[config.mk]
export PLATFORM = sky130hd
export DESIGN_NAME = cloud_field
export DESIGN_NICKNAME = d
export VERILOG_FILES = /design/src/rtl/cloud_pkg.sv /design/src/rtl/cloud_mover.sv /design/src/rtl/cloud_field.sv
export SDC_FILE = /design/constraint.sdc
export NUM_CORES = 1
export LEC_CHECK = 0
export BUFFER_PORTS_ARGS = -buffer_cell sky130_fd_sc_hd__clkbuf_2
export CORE_MARGIN = 8
export CORE_UTILIZATION = 35
export CTS_BUF_LIST = sky130_fd_sc_hd__clkbuf_8
export CTS_CLUSTER_SIZE = 28
export DETAILED_ROUTE_END_ITERATION = 7
export SLEW_MARGIN = 20
export SYNTH_ARGS = -nofsm -noshare
export SYNTH_HDL_FRONTEND = slang
export SYNTH_SLANG_ARGS = --single-unit
[constraint.sdc]
create_clock -name clk -period 5.35 [get_ports clk]
set_input_delay 0 -clock clk [delete_from_list [all_inputs] [get_ports clk]]
set_output_delay 0 -clock clk [all_outputs]
set_load 0.1 [all_outputs]
[src/rtl/cloud_pkg.sv]
// Shared constants, state type and spawn helpers for the cloud field.
package cloud_pkg;

  localparam int NUM_CLOUDS_MAX = 8;

  // Screen geometry in pixels
  localparam int WIDTH      = 46;
  localparam int GAME_WIDTH = 640;

  // Sky band: MAX_SKY_LEVEL is the top (smallest y), MIN_SKY_LEVEL the bottom
  localparam int MAX_SKY_LEVEL = 30;
  localparam int MIN_SKY_LEVEL = 71;

  // Horizontal spacing between successive clouds, in pixels
  localparam int MIN_CLOUD_GAP = 100;
  localparam int MAX_CLOUD_GAP = 400;

  // Game units per pixel
  localparam int SPEED_SCALE = 1024;

  // Datapath widths
  localparam int XG_W    = 21;
  localparam int XP_W    = 11;
  localparam int YP_W    = 10;
  localparam int GAP_W   = 11;
  localparam int SPEED_W = 15;

  // A cloud whose x_pos is at or below this has fully left the screen
  localparam logic signed [10:0] X_OFF = 11'(-WIDTH);

  typedef enum logic [2:0] {
    IDLE,
    RUN,
    SWEEP,
    SPAWN,
    CRASHED
  } field_state_t;

  // Clamp the random level into the sky band
  function automatic logic [9:0] sky_level(input logic [9:0] r);
    if (r > 10'(MIN_SKY_LEVEL - MAX_SKY_LEVEL)) return 10'(MIN_SKY_LEVEL);
    return 10'(MAX_SKY_LEVEL) + r;
  endfunction

  // Clamp the random gap into the allowed spacing range
  function automatic logic [10:0] cloud_gap(input logic [10:0] r);
    if (r > 11'(MAX_CLOUD_GAP - MIN_CLOUD_GAP)) return 11'(MAX_CLOUD_GAP);
    return 11'(MIN_CLOUD_GAP) + r;
  endfunction

endpackage

[src/rtl/cloud_mover.sv]
// Combinational parallax step for one cloud: scales the game speed, moves the
// fixed-point x, and flags the cloud once it has slid off the left edge.
module cloud_mover
  import cloud_pkg::*;
#(
  parameter int unsigned SPEED_COEFF = 205
) (
  input  logic signed [XG_W-1:0]    x_game,
  input  logic        [SPEED_W-1:0] speed,
  output logic signed [XG_W-1:0]    x_game_new,
  output logic signed [XP_W-1:0]    x_pos_new,
  output logic                      offscreen
);

  logic        [22:0]     product;
  logic signed [XG_W-1:0] delta;

  assign product    = 23'(32'(speed) * 32'(SPEED_COEFF));
  // Drop the 1/1024 fraction of the scaled speed; result is always positive
  assign delta      = {8'b0, product[22:10]};
  assign x_game_new = x_game - delta;
  // Top bits of x_game are x_game >>> 10, i.e. floor to whole pixels
  assign x_pos_new  = x_game_new[XG_W-1:10];
  assign offscreen  = (x_pos_new <= X_OFF);

endmodule

[src/rtl/cloud_field.sv]
// Pool of background clouds. Each frame strobe sweeps the slots serially
// through a single mover, retires clouds that have left the screen and then
// considers one spawn. Optional macro CLOUD_DRIFT_EN keeps clouds drifting
// at DRIFT_SPEED after a crash instead of freezing them.
module cloud_field
  import cloud_pkg::*;
#(
  parameter int unsigned NUM_CLOUDS  = 4,
  parameter int unsigned SPEED_COEFF = 205,
  parameter int unsigned DRIFT_SPEED = 1024
) (
  input  logic                             clk,
  input  logic                             rst,
  input  logic                             update,
  input  logic [SPEED_W-1:0]               speed,
  input  logic                             start,
  input  logic                             crash,
  input  logic [9:0]                       level_rand,
  input  logic [10:0]                      gap_rand,
  output logic                             busy,
  output logic                             update_done,
  output logic [NUM_CLOUDS-1:0]            active,
  output logic [NUM_CLOUDS-1:0]            visible,
  output logic [NUM_CLOUDS*XP_W-1:0]       x_pos,
  output logic [NUM_CLOUDS*YP_W-1:0]       y_pos,
  output logic [$clog2(NUM_CLOUDS+1)-1:0]  count
);

  localparam int unsigned CW = $clog2(NUM_CLOUDS + 1);
  localparam int unsigned IW = (NUM_CLOUDS > 1) ? $clog2(NUM_CLOUDS) : 1;

  field_state_t state;
  logic [IW-1:0] idx;
  logic [IW-1:0] newest;
  logic          drift;

  logic signed [XG_W-1:0]  xg_q  [NUM_CLOUDS];
  logic signed [XP_W-1:0]  xp_q  [NUM_CLOUDS];
  logic        [YP_W-1:0]  yp_q  [NUM_CLOUDS];
  logic        [GAP_W-1:0] gap_q [NUM_CLOUDS];

  logic        [SPEED_W-1:0] mv_speed;
  logic signed [XG_W-1:0]    mv_xg;
  logic signed [XP_W-1:0]    mv_xp;
  logic                      mv_off;

  logic              free_found;
  logic [IW-1:0]     free_idx;
  logic signed [11:0] headroom;
  logic              gap_ok;
  logic              do_spawn;

  assign mv_speed = drift ? SPEED_W'(DRIFT_SPEED) : speed;

  cloud_mover #(
    .SPEED_COEFF (SPEED_COEFF)
  ) u_mover (
    .x_game     (xg_q[idx]),
    .speed      (mv_speed),
    .x_game_new (mv_xg),
    .x_pos_new  (mv_xp),
    .offscreen  (mv_off)
  );

  // Lowest-index free slot is the spawn target
  always_comb begin
    free_found = 1'b0;
    free_idx   = '0;
    for (int i = NUM_CLOUDS - 1; i >= 0; i--) begin
      if (!active[i]) begin
        free_found = 1'b1;
        free_idx   = IW'(i);
      end
    end
  end

  // Distance the newest cloud has travelled must exceed its gap
  assign headroom = 12'(GAME_WIDTH) - {xp_q[newest][XP_W-1], xp_q[newest]};
  assign gap_ok   = headroom > $signed({1'b0, gap_q[newest]});
  assign do_spawn = free_found && ((count == '0) || gap_ok);

  // Flatten slot registers onto the output buses
  always_comb begin
    x_pos   = '0;
    y_pos   = '0;
    visible = '0;
    for (int i = 0; i < NUM_CLOUDS; i++) begin
      x_pos[i*XP_W +: XP_W] = xp_q[i];
      y_pos[i*YP_W +: YP_W] = yp_q[i];
      visible[i]            = active[i] && (xp_q[i] > X_OFF);
    end
  end

  // Field controller and slot storage; crash overrides every state
  always_ff @(posedge clk or negedge rst) begin
    if (!rst) begin
      state       <= IDLE;
      idx         <= '0;
      newest      <= '0;
      drift       <= 1'b0;
      busy        <= 1'b0;
      update_done <= 1'b0;
      active      <= '0;
      count       <= '0;
      for (int i = 0; i < NUM_CLOUDS; i++) begin
        xg_q[i]  <= '0;
        xp_q[i]  <= '0;
        yp_q[i]  <= '0;
        gap_q[i] <= '0;
      end
    end else begin
      update_done <= 1'b0;
      if (crash) begin
        state <= CRASHED;
        busy  <= 1'b0;
        drift <= 1'b0;
      end else begin
        case (state)
          IDLE: begin
            // First frame only places a cloud; nothing to move yet
            if (update && start) begin
              state <= SPAWN;
              busy  <= 1'b1;
            end
          end
          RUN: begin
            if (update) begin
              state <= SWEEP;
              idx   <= '0;
              busy  <= 1'b1;
            end
          end
          SWEEP: begin
            if (active[idx]) begin
              xg_q[idx] <= mv_xg;
              xp_q[idx] <= mv_xp;
              if (mv_off) begin
                active[idx] <= 1'b0;
                count       <= count - CW'(1);
              end
            end
            if (idx == IW'(NUM_CLOUDS - 1)) begin
              if (drift) begin
                // Post-crash drift never spawns
                state       <= CRASHED;
                busy        <= 1'b0;
                update_done <= 1'b1;
                drift       <= 1'b0;
              end else begin
                state <= SPAWN;
              end
            end else begin
              idx <= idx + IW'(1);
            end
          end
          SPAWN: begin
            if (do_spawn) begin
              active[free_idx] <= 1'b1;
              count            <= count + CW'(1);
              newest           <= free_idx;
              xg_q[free_idx]   <= XG_W'(GAME_WIDTH * SPEED_SCALE);
              xp_q[free_idx]   <= XP_W'(GAME_WIDTH);
              yp_q[free_idx]   <= sky_level(level_rand);
              gap_q[free_idx]  <= cloud_gap(gap_rand);
            end
            update_done <= 1'b1;
            busy        <= 1'b0;
            state       <= RUN;
          end
          CRASHED: begin
            if (start) begin
              state  <= IDLE;
              active <= '0;
              count  <= '0;
              newest <= '0;
              for (int i = 0; i < NUM_CLOUDS; i++) begin
                xg_q[i]  <= '0;
                xp_q[i]  <= '0;
                yp_q[i]  <= '0;
                gap_q[i] <= '0;
              end
            end else if (update) begin
`ifdef CLOUD_DRIFT_EN
              state <= SWEEP;
              idx   <= '0;
              busy  <= 1'b1;
              drift <= 1'b1;
`else
              update_done <= 1'b1;
`endif
            end
          end
          default: state <= IDLE;
        endcase
      end
    end
  end

endmodule

Word level (Yosys, flattened, before mapping):

Cells that the tools add are included.

* logic and storage cells: 210
* bits of input ports: 41
* output and inout port bits: 97
* latch bits: 0
* memories kept: 0
* register bits: 229
* memory bits (writable): 0
* memory bits (read-only): 0

* divide/modulo/power cells: 0
* add/subtract/negate cells: 7
* bitwise gates (word level): 13
* magnitude comparators: 17
* $mul: 1
* shift-type cells: 0
* multiplexer cells: 106
* equality and inequality tests: 16
* reduce and logical (&&, ||, !) cells: 26

Operator list (count)
* $mux 84: 3
* $pmux 84 s3: 1
* $mux 44: 4
* $pmux 44 s3: 1
* $mux 11: 11
* $bwmux 44: 2
* $pmux 44 s2: 1
* $bwmux 84: 1
* $demux 21 s2: 2
* $mux 21: 4
* $mux 40: 2
* $pmux 40 s2: 1
* $and 76x76->76: 1
* $not 76->76: 1
* $mux 10: 6
* $bmux 11 s2: 2
* $demux 11 s2: 2
* $gt 11x7->1 const B: 4
* $bmux 21 s2: 1
* $bwmux 40: 1
* $and 36x36->36: 1
* $not 36->36: 1
* $mux 1: 28
* $mux 3: 9
* 50 further kinds: 96

Longest topological paths before layout:

* depth in word-level cells: 18
* depth in mapped cells: 26
* mapped depth without buffers: 26

Hierarchy:

A second synthesis with hierarchy kept.

* cell total of the unflattened synthesis: 1257
* area, all modules: 14067.2 um^2

By module, submodules not included
* cloud_field: seq. area each 5705.5 um^2, times used 1, cells an instance 874, area an instance 10862.9 um^2
* cloud_mover: seq. area each 0.0 um^2, times used 1, cells an instance 383, area an instance 3204.3 um^2

Worst setup path after synthesis:

No wires, ideal clock.

* path type: input port to flip-flop
* start: input speed[3]
* end: register active[1]
* buffers on the path: 0
* arrival time: 5857 ps
* required time: 5216 ps
* cell stages on the path: 24
* path slack: -641 ps
* library setup time: 134 ps
* cell sequence: ha_1 inv_1 fa_1 fa_1 inv_1 fa_1 ha_1 o211a_1 nand3_1 a21oi_1 o21ai_0 o211a_1 o31ai_1 a2111oi_0 nor3_1 ha_1 and2_1 and3_1 a2111oi_4 xnor2_1 nor4b_4 o22a_1 o31ai_1 a21oi_1

* cells in the longest elaborated chain, start to end: 6

RTL lines
* start: declaration: RTL line cloud_field.sv:15 `input logic [SPEED_W-1:0] speed,`
* $mux 15: RTL line cloud_field.sv:53 `assign mv_speed = drift ? SPEED_W'(DRIFT_SPEED) : speed;`
* $mul 15x8->23: RTL line cloud_mover.sv:18 `assign product = 23'(32'(speed) * 32'(SPEED_COEFF));`
* $sub 21x14->21: RTL line cloud_mover.sv:21 `assign x_game_new = x_game - delta;`
* $le 11x7->1: RTL line cloud_mover.sv:24 `assign offscreen = (x_pos_new <= X_OFF);`
* $ne 2x2->1 (no line)
* $reduce_and 6->1 (no line)
* end signal: assignment: RTL line cloud_field.sv:103 `active <= '0;`
* end signal: indexed assignment: RTL line cloud_field.sv:138 `active[idx] <= 1'b0;`
* end signal: indexed assignment: RTL line cloud_field.sv:158 `active[free_idx] <= 1'b1;`
* end: declaration: RTL line cloud_field.sv:22 `output logic [NUM_CLOUDS-1:0] active,`

Every way passes these cells.
A chain may end at the register's enable or synchronous reset.

Final worst setup path:

* start: input speed[3]
* end: register count[1]

* cells in the longest elaborated chain, start to end: 6

RTL lines
* $mux 15: RTL line cloud_field.sv:53
* $mul 15x8->23: RTL line cloud_mover.sv:18
* $sub 21x14->21: RTL line cloud_mover.sv:21
* $le 11x7->1: RTL line cloud_mover.sv:24
* $ne 2x2->1 (no line)
* $reduce_and 6->1 (no line)
* end signal: assignment: RTL line cloud_field.sv:139 `count <= count - CW'(1);`
* end signal: assignment: RTL line cloud_field.sv:159 `count <= count + CW'(1);`
* end: declaration: RTL line cloud_field.sv:26 `output logic [$clog2(NUM_CLOUDS+1)-1:0] count`

Every way passes these cells.

==> impl_metrics.py <==
metrics = {
    "logic_synthesis": {
        "yosys_warnings": 0,
        "synth.distinct_cells": 65,
        "syn_area_mm2": 0.0135,
        "synth-async-reset-ratio": 1.00,
        "ys_ff_latch": 228,
        "syn_inst": 1255,
        "synth_area_per_cell_um2": 10.7,
        "synth_fp_nets": 1426,
        "yosysSeqAreaShare": 0.424,
        "synth_top_flop_cell": "dfrtp_1",
        "synth_edf_count": 0,
    },
    "pwr": {
        "clkPwrFrac": 0.130,
        "p_int_uw": 6040,
        "powerDensity_mw_per_mm2": 685,
        "p_leak_uw": 0.00887,
        "p_sw_uw": 5670,
        "sequentialPowerShare": 0.210,
        "peakVddDrop_v": 0.000369,
        "p_comb_frac": 0.660,
        "swShare": 0.484,
    },
    "timing": {
        "rsz0062_at_grt": "yes",
        "finalCritPeriodShare": 1.03,
        "setup_ws_ps": -180,
        "timing_hold_violations_final": 0,
        "setup_viol": 17,
        "layout_min_cycle_time_ps": 5530,
        "worst_slew_pin_slew_ps": 990,
        "relSlewSlack": 0.323,
        "max_freq_mhz": 181,
        "slew_violations": 0,
        "setup_tns_ps": -1110,
        "clock_skew_ps": 27.6,
    },
    "die": {
        "core_region_area_mm2": 0.0383,
        "die_h_um": 212,
        "start_util": 0.352,
        "ioPinCount": 138,
        "rows": 72,
        "fp.dieW_um": 212,
        "die_area_mm2": 0.0450,
    },
    "clocking": {
        "htreeDepth": 2,
        "clkTransAtPathRegs_ps": 60,
        "cts_made_buffers": 38,
        "clkSinkCount": 228,
        "root_buffer": "clkbuf_8",
        "ctsLongestPathBuffers": 3,
        "clk_latency_ps": 560,
        "cts_tree": "done",
    },
    "place": {
        "portBuffers": 137,
        "hpwl_um": 28400,
        "gp_congestion": 0.856,
        "pre_cts_slack_ps": -971,
    },
    "grt": {
        "overflow": 0,
        "grt_max_degree": 118,
        "antenna_found_initial": 0,
        "grt_first_pass_wirelength_um": 62900,
        "grt_pass1_vias": 11434,
        "grtUsageTotal": 0.174,
    },
    "setup_path": {
        "path_max_fanout": 5,
        "worstPathArrival_ps": 5970,
        "cp-start-kind": "input pin",
        "worst_ep_required_time_ps": 5790,
        "critPathCaptureType": "flop",
        "crit_type": "in2reg",
    },
    "finish": {
        "nets": 1706,
        "nFillCells": 3567,
        "diodes": 0,
        "final_cell_mix": "dfrtp_1 (228), clkbuf_2 (134), buf_4 (116)",
        "drive_gt1_frac": 0.285,
        "layout_commonest_cell": "dfrtp_1",
        "areaGrowthSynthToFinish_pct": 26.8,
    },
    "run": {
        "maxCapViolCount": 0,
    },
    "detailed_routing": {
        "drt_pass1_iterations": 5,
        "drt_iter0_drc": 629,
        "drc": 0,
        "vias_per_cell": 5.19,
        "ant_nets": 0,
        "vias": 10808,
        "wire_per_inst_um": 18.9,
        "drt_wl_total_um": 39300,
    },
    "run_status": {
        "violations": "setup timing",
        "status": "complete, but fails checks",
    },
    "min_path": {
        "min_path_type": "in2reg",
    },
}
stage by stage:
| step | instances | cell area (um^2) | utilization | hold WS (ps) | power, uW |
|---|---|---|---|---|---|
| 6_report | 2082 | 17100 | 0.446 | 57.5 | 11700 |
| 5_1_grt | 2082 | 17100 | 0.446 | 83.3 | 12500 |
| 4_1_cts | 2075 | 16900 | 0.442 | 30.3 | 11500 |
| 3_5_place_dp | 1969 | 15600 | 0.407 | 164 | 9460 |
| 3_3_place_gp | 1969 | 15600 | 0.407 | 142 | 9380 |
| 2_1_floorplan | 1255 | 13600 | - | -296 | 7140 |
state kept, by name, indices dropped and copies added, names as in the netlist:
signal       cells
y_pos           40
xg_q            84
busy             1
count            3
update_done      1
active           4
state            3
x_pos           44
idx              2
newest           2
gap_q           44
critical path: stages:
cell       delay, ps
clkbuf_2         150
ha_4             290
inv_2             30
fa_1             500
inv_1             60
fa_1             490
fa_1             470
ha_4             310
o211a_1          150
nand3_2           90
a21oi_2          180
o21ai_2          100
o211a_1          260
o31ai_4          310
a2111oi_4        130
nor3_2           240
ha_1             310
buf_4            150
a22o_4           260
buf_4            150
a211oi_4         180
buf_6            160
nand3_4           80
xor2_4           320
o41ai_2          130
or3_1            400
o31ai_2           70
Yosys cell counts, drive strengths merged (4+ instances only):
| master | number | share of area |
|---|---|---|
| a2111oi | 4 | 0.0040 |
| xor2 | 22 | 0.014 |
| fa | 31 | 0.046 |
| nand4 | 10 | 0.0046 |
| a211o | 7 | 0.0046 |
| nor3 | 13 | 0.0048 |
| and2 | 33 | 0.015 |
| nor2b | 7 | 0.0033 |
| nor3b | 4 | 0.0022 |
| a21oi | 57 | 0.022 |
| a31oi | 6 | 0.0028 |
| nand3 | 11 | 0.0041 |
| clkbuf | 25 | 0.0070 |
| a21o | 89 | 0.050 |
| nor2 | 84 | 0.024 |
| xnor2 | 22 | 0.014 |
| mux4 | 44 | 0.074 |
| or2 | 6 | 0.0028 |
| dfrtp | 228 | 0.42 |
| o31ai | 6 | 0.0037 |
| and3 | 8 | 0.0037 |
| ha | 99 | 0.092 |
| inv | 103 | 0.029 |
| nand2 | 104 | 0.029 |
| o21ai | 91 | 0.035 |
| a22o | 54 | 0.035 |
| o21a | 11 | 0.0061 |
| or3 | 4 | 0.0019 |
| buf | 23 | 0.0094 |
| a211oi | 4 | 0.0026 |
| nand2b | 7 | 0.0033 |
| nor4 | 4 | 0.0033 |
metal layers:
metal	vias to the layer above	GRT usage	routed length (um)
li1	5023	-	-
met1	5418	0.219	16600
met2	309	0.298	19300
met3	58	0.0355	2350
met4	0	0.0566	1020
met5	-	0	0
path summary, 6_finish.rpt:
check	from	end	slack (ps)	cells past startpoint
worst max-delay path	speed[3]	count[1]$_DFFE_PN0P_	-180	27
worst min-delay path	level_rand[7]	y_pos[3]$_DFFE_PN0P_	60	5
worst max register to register	newest[0]$_DFFE_PN0P_	xg_q[73]$_DFFE_PN0P_	420	16
worst min register to register	xg_q[33]$_DFFE_PN0P_	xg_q[33]$_DFFE_PN0P_	470	1
max in group asynchronous	rst	gap_q[33]$_DFFE_PN0P_	3850	3
min in group asynchronous	rst	y_pos[8]$_DFFE_PN0P_	110	2
power groups by stage:
stage               clock [uW]  combinational (uW)  sequential (uW)
finish                    1520                7730             2460
floorplan                    0                3730             3410
global route              1630                8350             2500
detailed placement           0                6980             2480
CTS                       1550                7500             2460
global placement             0                6910             2470
cells by family (layout without fill, tap and decap cells):
family / count (synthesis) / after routing / synth area share
compound gates: 354 / 354 / 0.182
xor+xnor: 44 / 44 / 0.0286
fa+ha+maj: 130 / 130 / 0.138
buf+inv: 151 / 460 / 0.0451
flops: 228 / 228 / 0.424
mux: 48 / 48 / 0.0767
simple gates: 300 / 300 / 0.106
repair_timing:
action,4_1_cts,5_1_grt
pin swaps,27,26
endpoints found under the hold margin,182,0
hold buffers,28,0
setup endpoints to repair,39,44
resized for setup,44,21
setup buffers,9,9
layout make-up:
class | instances | area, um^2 | share of cell area
Clock buffer | 46 | 633 | 0.0371
Multi-Input combinational cell | 876 | 7640 | 0.448
Timing Repair Buffer | 288 | 1950 | 0.114
Sequential cell | 228 | 5710 | 0.334
Inverter | 103 | 387 | 0.0226
Tap cell | 518 | 648 | 0.0379
Clock inverter | 23 | 110 | 0.00645
(Power assumes the default switching activity.)
